### config.mk
export PLATFORM = sky130hd
export DESIGN_NAME = subtractor32_seq
export DESIGN_NICKNAME = d
export VERILOG_FILES = /design/src/rtl/subtractor32_seq.sv
export SDC_FILE = /design/constraint.sdc
export NUM_CORES = 1
export LEC_CHECK = 0
export CAP_MARGIN = 15
export CORE_MARGIN = 2
export CORE_UTILIZATION = 57
export CTS_CLUSTER_SIZE = 20
export DETAILED_ROUTE_END_ITERATION = 12
export PLACE_DENSITY = 0.9
export SYNTH_ARGS = -nofsm -noshare
export SYNTH_HDL_FRONTEND = slang
export SYNTH_SLANG_ARGS = --single-unit
### constraint.sdc
create_clock -name i_clk -period 7.06 [get_ports i_clk]
set_input_delay 1.059 -clock i_clk [delete_from_list [all_inputs] [get_ports i_clk]]
set_output_delay 1.059 -clock i_clk [all_outputs]
set_load 0.02 [all_outputs]
### src/rtl/subtractor32_seq.sv
// Multi-cycle subtractor: diff = a - b - bin, CHUNK bits per cycle, with the
// borrow chained through a register. valid/ready handshake on both sides.
module subtractor32_seq #(
    parameter int unsigned WIDTH = 32,
    parameter int unsigned CHUNK = 8
) (
    input  logic             i_clk,
    input  logic             i_rst,
    input  logic             i_in_valid,
    output logic             o_in_ready,
    input  logic [WIDTH-1:0] i_a,
    input  logic [WIDTH-1:0] i_b,
    input  logic             i_bin,
    output logic             o_out_valid,
    input  logic             i_out_ready,
    output logic [WIDTH-1:0] o_diff,
    output logic             o_bout,
    output logic             o_zero,
    output logic             o_ovf
);

    localparam int unsigned NCHUNK = WIDTH / CHUNK;
    localparam int unsigned IdxW   = (NCHUNK > 1) ? $clog2(NCHUNK) : 1;
    localparam logic [IdxW-1:0] LastIdx = IdxW'(NCHUNK - 1);

    typedef enum logic [1:0] {StIdle, StBusy, StDone} state_t;

    state_t            r_state;
    logic [IdxW-1:0]   r_idx;
    logic [WIDTH-1:0]  r_a;
    logic [WIDTH-1:0]  r_b;
    logic [WIDTH-1:0]  r_work;    // partial difference, filled one chunk per cycle
    logic              r_borrow;
    logic              r_out_valid;
    logic [WIDTH-1:0]  r_diff;
    logic              r_bout;
    logic              r_zero;
    logic              r_ovf;

    logic [CHUNK-1:0]  w_a_chunk;
    logic [CHUNK-1:0]  w_b_chunk;
    logic [CHUNK:0]    w_sum;
    logic [WIDTH-1:0]  w_full;
    logic              w_borrow_next;

    // Current chunk: a + ~b + !borrow; carry-out of 0 means a borrow into the next chunk.
    always_comb begin
        w_a_chunk     = r_a[r_idx*CHUNK +: CHUNK];
        w_b_chunk     = r_b[r_idx*CHUNK +: CHUNK];
        w_sum         = {1'b0, w_a_chunk} + {1'b0, ~w_b_chunk} + {{CHUNK{1'b0}}, ~r_borrow};
        w_borrow_next = ~w_sum[CHUNK];
        w_full        = r_work;
        w_full[r_idx*CHUNK +: CHUNK] = w_sum[CHUNK-1:0];
    end

    // Control FSM with registered result outputs; reset aborts any op in flight.
    always_ff @(posedge i_clk) begin
        if (i_rst) begin
            r_state     <= StIdle;
            r_idx       <= '0;
            r_a         <= '0;
            r_b         <= '0;
            r_work      <= '0;
            r_borrow    <= 1'b0;
            r_out_valid <= 1'b0;
            r_diff      <= '0;
            r_bout      <= 1'b0;
            r_zero      <= 1'b0;
            r_ovf       <= 1'b0;
        end else begin
            unique case (r_state)
                StIdle: begin
                    if (i_in_valid) begin
                        r_a      <= i_a;
                        r_b      <= i_b;
                        r_borrow <= i_bin;
                        r_idx    <= '0;
                        r_state  <= StBusy;
                    end
                end
                StBusy: begin
                    r_work   <= w_full;
                    r_borrow <= w_borrow_next;
                    if (r_idx == LastIdx) begin
                        r_idx       <= '0;
                        r_state     <= StDone;
                        r_out_valid <= 1'b1;
                        r_diff      <= w_full;
                        r_bout      <= w_borrow_next;
                        r_zero      <= (w_full == '0);
                        r_ovf       <= (r_a[WIDTH-1] != r_b[WIDTH-1]) &&
                                       (w_full[WIDTH-1] != r_a[WIDTH-1]);
                    end else begin
                        r_idx <= r_idx + IdxW'(1);
                    end
                end
                StDone: begin
                    if (i_out_ready) begin
                        r_out_valid <= 1'b0;
                        r_state     <= StIdle;
                    end
                end
                default: r_state <= StIdle;
            endcase
        end
    end

    // Ready is gated by reset so no operand is taken on a reset edge.
    always_comb begin
        o_in_ready  = (r_state == StIdle) && !i_rst;
        o_out_valid = r_out_valid;
        o_diff      = r_diff;
        o_bout      = r_bout;
        o_zero      = r_zero;
        o_ovf       = r_ovf;
    end

endmodule
==> flow_summary.toml <==
[run_status]
status = "completed"

[logic_synthesis]
synth.most_common_cell = "nand2_1"
synth_edf_count = 0
synth_xor_area_frac = 0.00870
yosysUniqueCellTypes = 56
synth_largest_area_cell = "dfxtp_1"
synth_area_leaders = "dfxtp_1 (45%), nand2_1 (8.9%), a21oi_1 (6.1%), mux4_2 (6.0%), nor2_1 (5.3%)"
syn-cell-area_sq_um = 6040
seq_area_frac_synth = 0.454
synthMuxAreaShare = 0.0630
synth-warning-count = 0
synth.top_cells.by_count = "nand2_1 (143), dfxtp_1 (137), nor2_1 (85), a21oi_1 (74), a211oi_1 (36)"
ys_ff_latch = 137
syn_area_per_cell_sq_um = 8.63
synth-simple-area-share = 0.191
synthAdderAreaFrac = 0.0336
synthesis.nets = 784
synth_flop_cell = "dfxtp_1"
syn_inst = 700
async_reset_ff_frac = 0
synth_top_area_frac = 0.454
synth_compound_area_frac = 0.204
synth_top_family_by_area = "compound AO/OA/AOI/OAI gates"

[min_path]
hold_path_class = "reg2reg"

[sta]
slew_violations = 0
max_freq_mhz = 250
worst_pin_slew_ps = 1110
rsz0062_at_grt = "no"
fin_tns_setup_ps = 0
period_share = 0.567
setup_viol = 0
hold_viol_final = 0
relSlewSlack = 0.259
clock-skew-final_ps = 7.38
setup_slack_ps = 3060
post-route-min-period_ps = 4000

[place]
pre_cts_ws_ps = 3200
dp_hpwl_mm = 10.5
port-buffer-count = 105
post_dp_cell_area_sq_um = 7090
gp_congestion = 0.886
dp.cells = 897

[critical_path]
cp.arrival_ps = 4440
required_ps = 7490
critical_path_class = "reg2reg"
critPathCaptureType = "register"
r2r_setup_slack_ps = 3060
start_kind = "register"
crit_fanout = 21

[clock_tree]
cts_tree = "built"
post_cts_buffers = 0
cts.htree.levels = 4
cts_root_buffer = "clkbuf_8"
clock_insertion_delay_worst_skew_ps = 530
cts_resized = 0
cts_hold_buffers = 0
numClockSinks = 137
numCtsBuffers = 17
clk_path_buf_depth = 2
clkTransAtPathRegs_ps = 60

[finish]
multi_input_area_sq_um = 3030
final_cell_area_sq_um = 7740
fillers = 730
stdcell_count = 930
antenna-diode-count = 0
num-nets-final = 865
area_growth_pct = 28.2
seqCellArea_sq_um = 2740
final_layout_size_suffix_gt1_frac = 0.0793

[detailed_routing]
routed_via_density = 6.05
vias = 5627
post_drt_wl_per_cell_um = 17.2
ant_nets = 0
first_pass_iters = 5
routed_wl_mm = 16.0
drc = 0
dr.first_iter.drc_count = 456

[global_routing]
grt_pass1_wl_mm = 25.8
overflow = 0
antenna_found_initial = 0
grt_max_degree = 79
grt_pass1_vias = 5557
track_usage = 0.287

[flow_run]
cap_violations = 0

[power]
p_per_area_nw_per_um2 = 276
irDropWorstVdd_mv = 0.149
p_leak_nw = 2.80
power.total_mw = 2.14

[floorplan]
fp.dieH_um = 107
core_sq_um = 10300
die-area_sq_um = 11400
pin_count = 106
rows = 37
initial_core_util = 0.585
dieWidth_um = 107
power by group:
group	switching [mW]	internal [mW]	leakage, nW
Sequential	0.0255	0.810	1.12
Combinational	0.214	0.132	1.38
Clock	0.336	0.620	0.310
flip-flops by register name, indices dropped and copies added (netlist names):
name,cells
o_bout,1
o_diff,32
o_out_valid,1
o_ovf,1
o_zero,1
r_a,32
r_b,32
r_borrow,1
r_idx,2
r_state,2
r_work,32
routing by layer:
| layer | up-vias | GRT usage | wire, um |
|---|---|---|---|
| li1 | 2636 | - | - |
| met1 | 2640 | 0.340 | 6160 |
| met2 | 288 | 0.493 | 8130 |
| met3 | 63 | 0.0602 | 1100 |
| met4 | 0 | 0.146 | 585 |
| met5 | - | 0 | 0 |
critical path, cell delays in order, from the launching register on:
cell and delay, ps:
dfxtp_1 1000, mux4_2 620, fa_1 430, inv_1 100, fa_1 240, a211oi_2 110, o21bai_1 210, a21oi_2 90
xnor2_1 620, a22oi_1 190, a211oi_1 300
cell usage in the layout, fill, tap and decap left out, types with 11 or more instances in the layout:
cell / count
o21ai_0: 11
nor3_1: 11
nand2_1: 142
nor2_1: 85
a211oi_1: 36
a21oi_1: 74
clkdlybuf4s50_1: 104
ha_1: 13
a221oi_1: 13
clkbuf_16: 16
dfxtp_1: 137
inv_1: 16
a22oi_1: 26
mux4_2: 16
metrics by stage:
step                      hold WS, ps  utilization
after global placement            440        0.686
after CTS                         451        0.748
final                             453        0.750
after floorplan                   433            -
after detailed placement          445        0.686
after global routing              479        0.750
kinds of logic (layout without fill, tap and decap cells):
family	Yosys count	count (layout)
mux	18	18
flops	137	137
simple gates	272	272
buf+inv	66	160
compound gates	186	186
xor+xnor	6	6
fa+ha+maj	15	15
final cells by class:
type	instances	share of cell area
Clock buffer	21	0.0567
Clock inverter	11	0.0252
Timing Repair Buffer	110	0.142
Tap cell	136	0.0220
Sequential cell	137	0.354
Multi-Input combinational cell	497	0.391
Inverter	18	0.00873
final timing paths:
kind / start / end / cells past startpoint
max reg2reg: r_idx[1] / r_work[14] / 10
max: r_idx[1] / r_work[14] / 10
min reg2reg: r_b[23] / r_b[23] / 2
min: r_b[23] / r_b[23] / 2
Note: power is estimated with default switching activity, not from simulation.
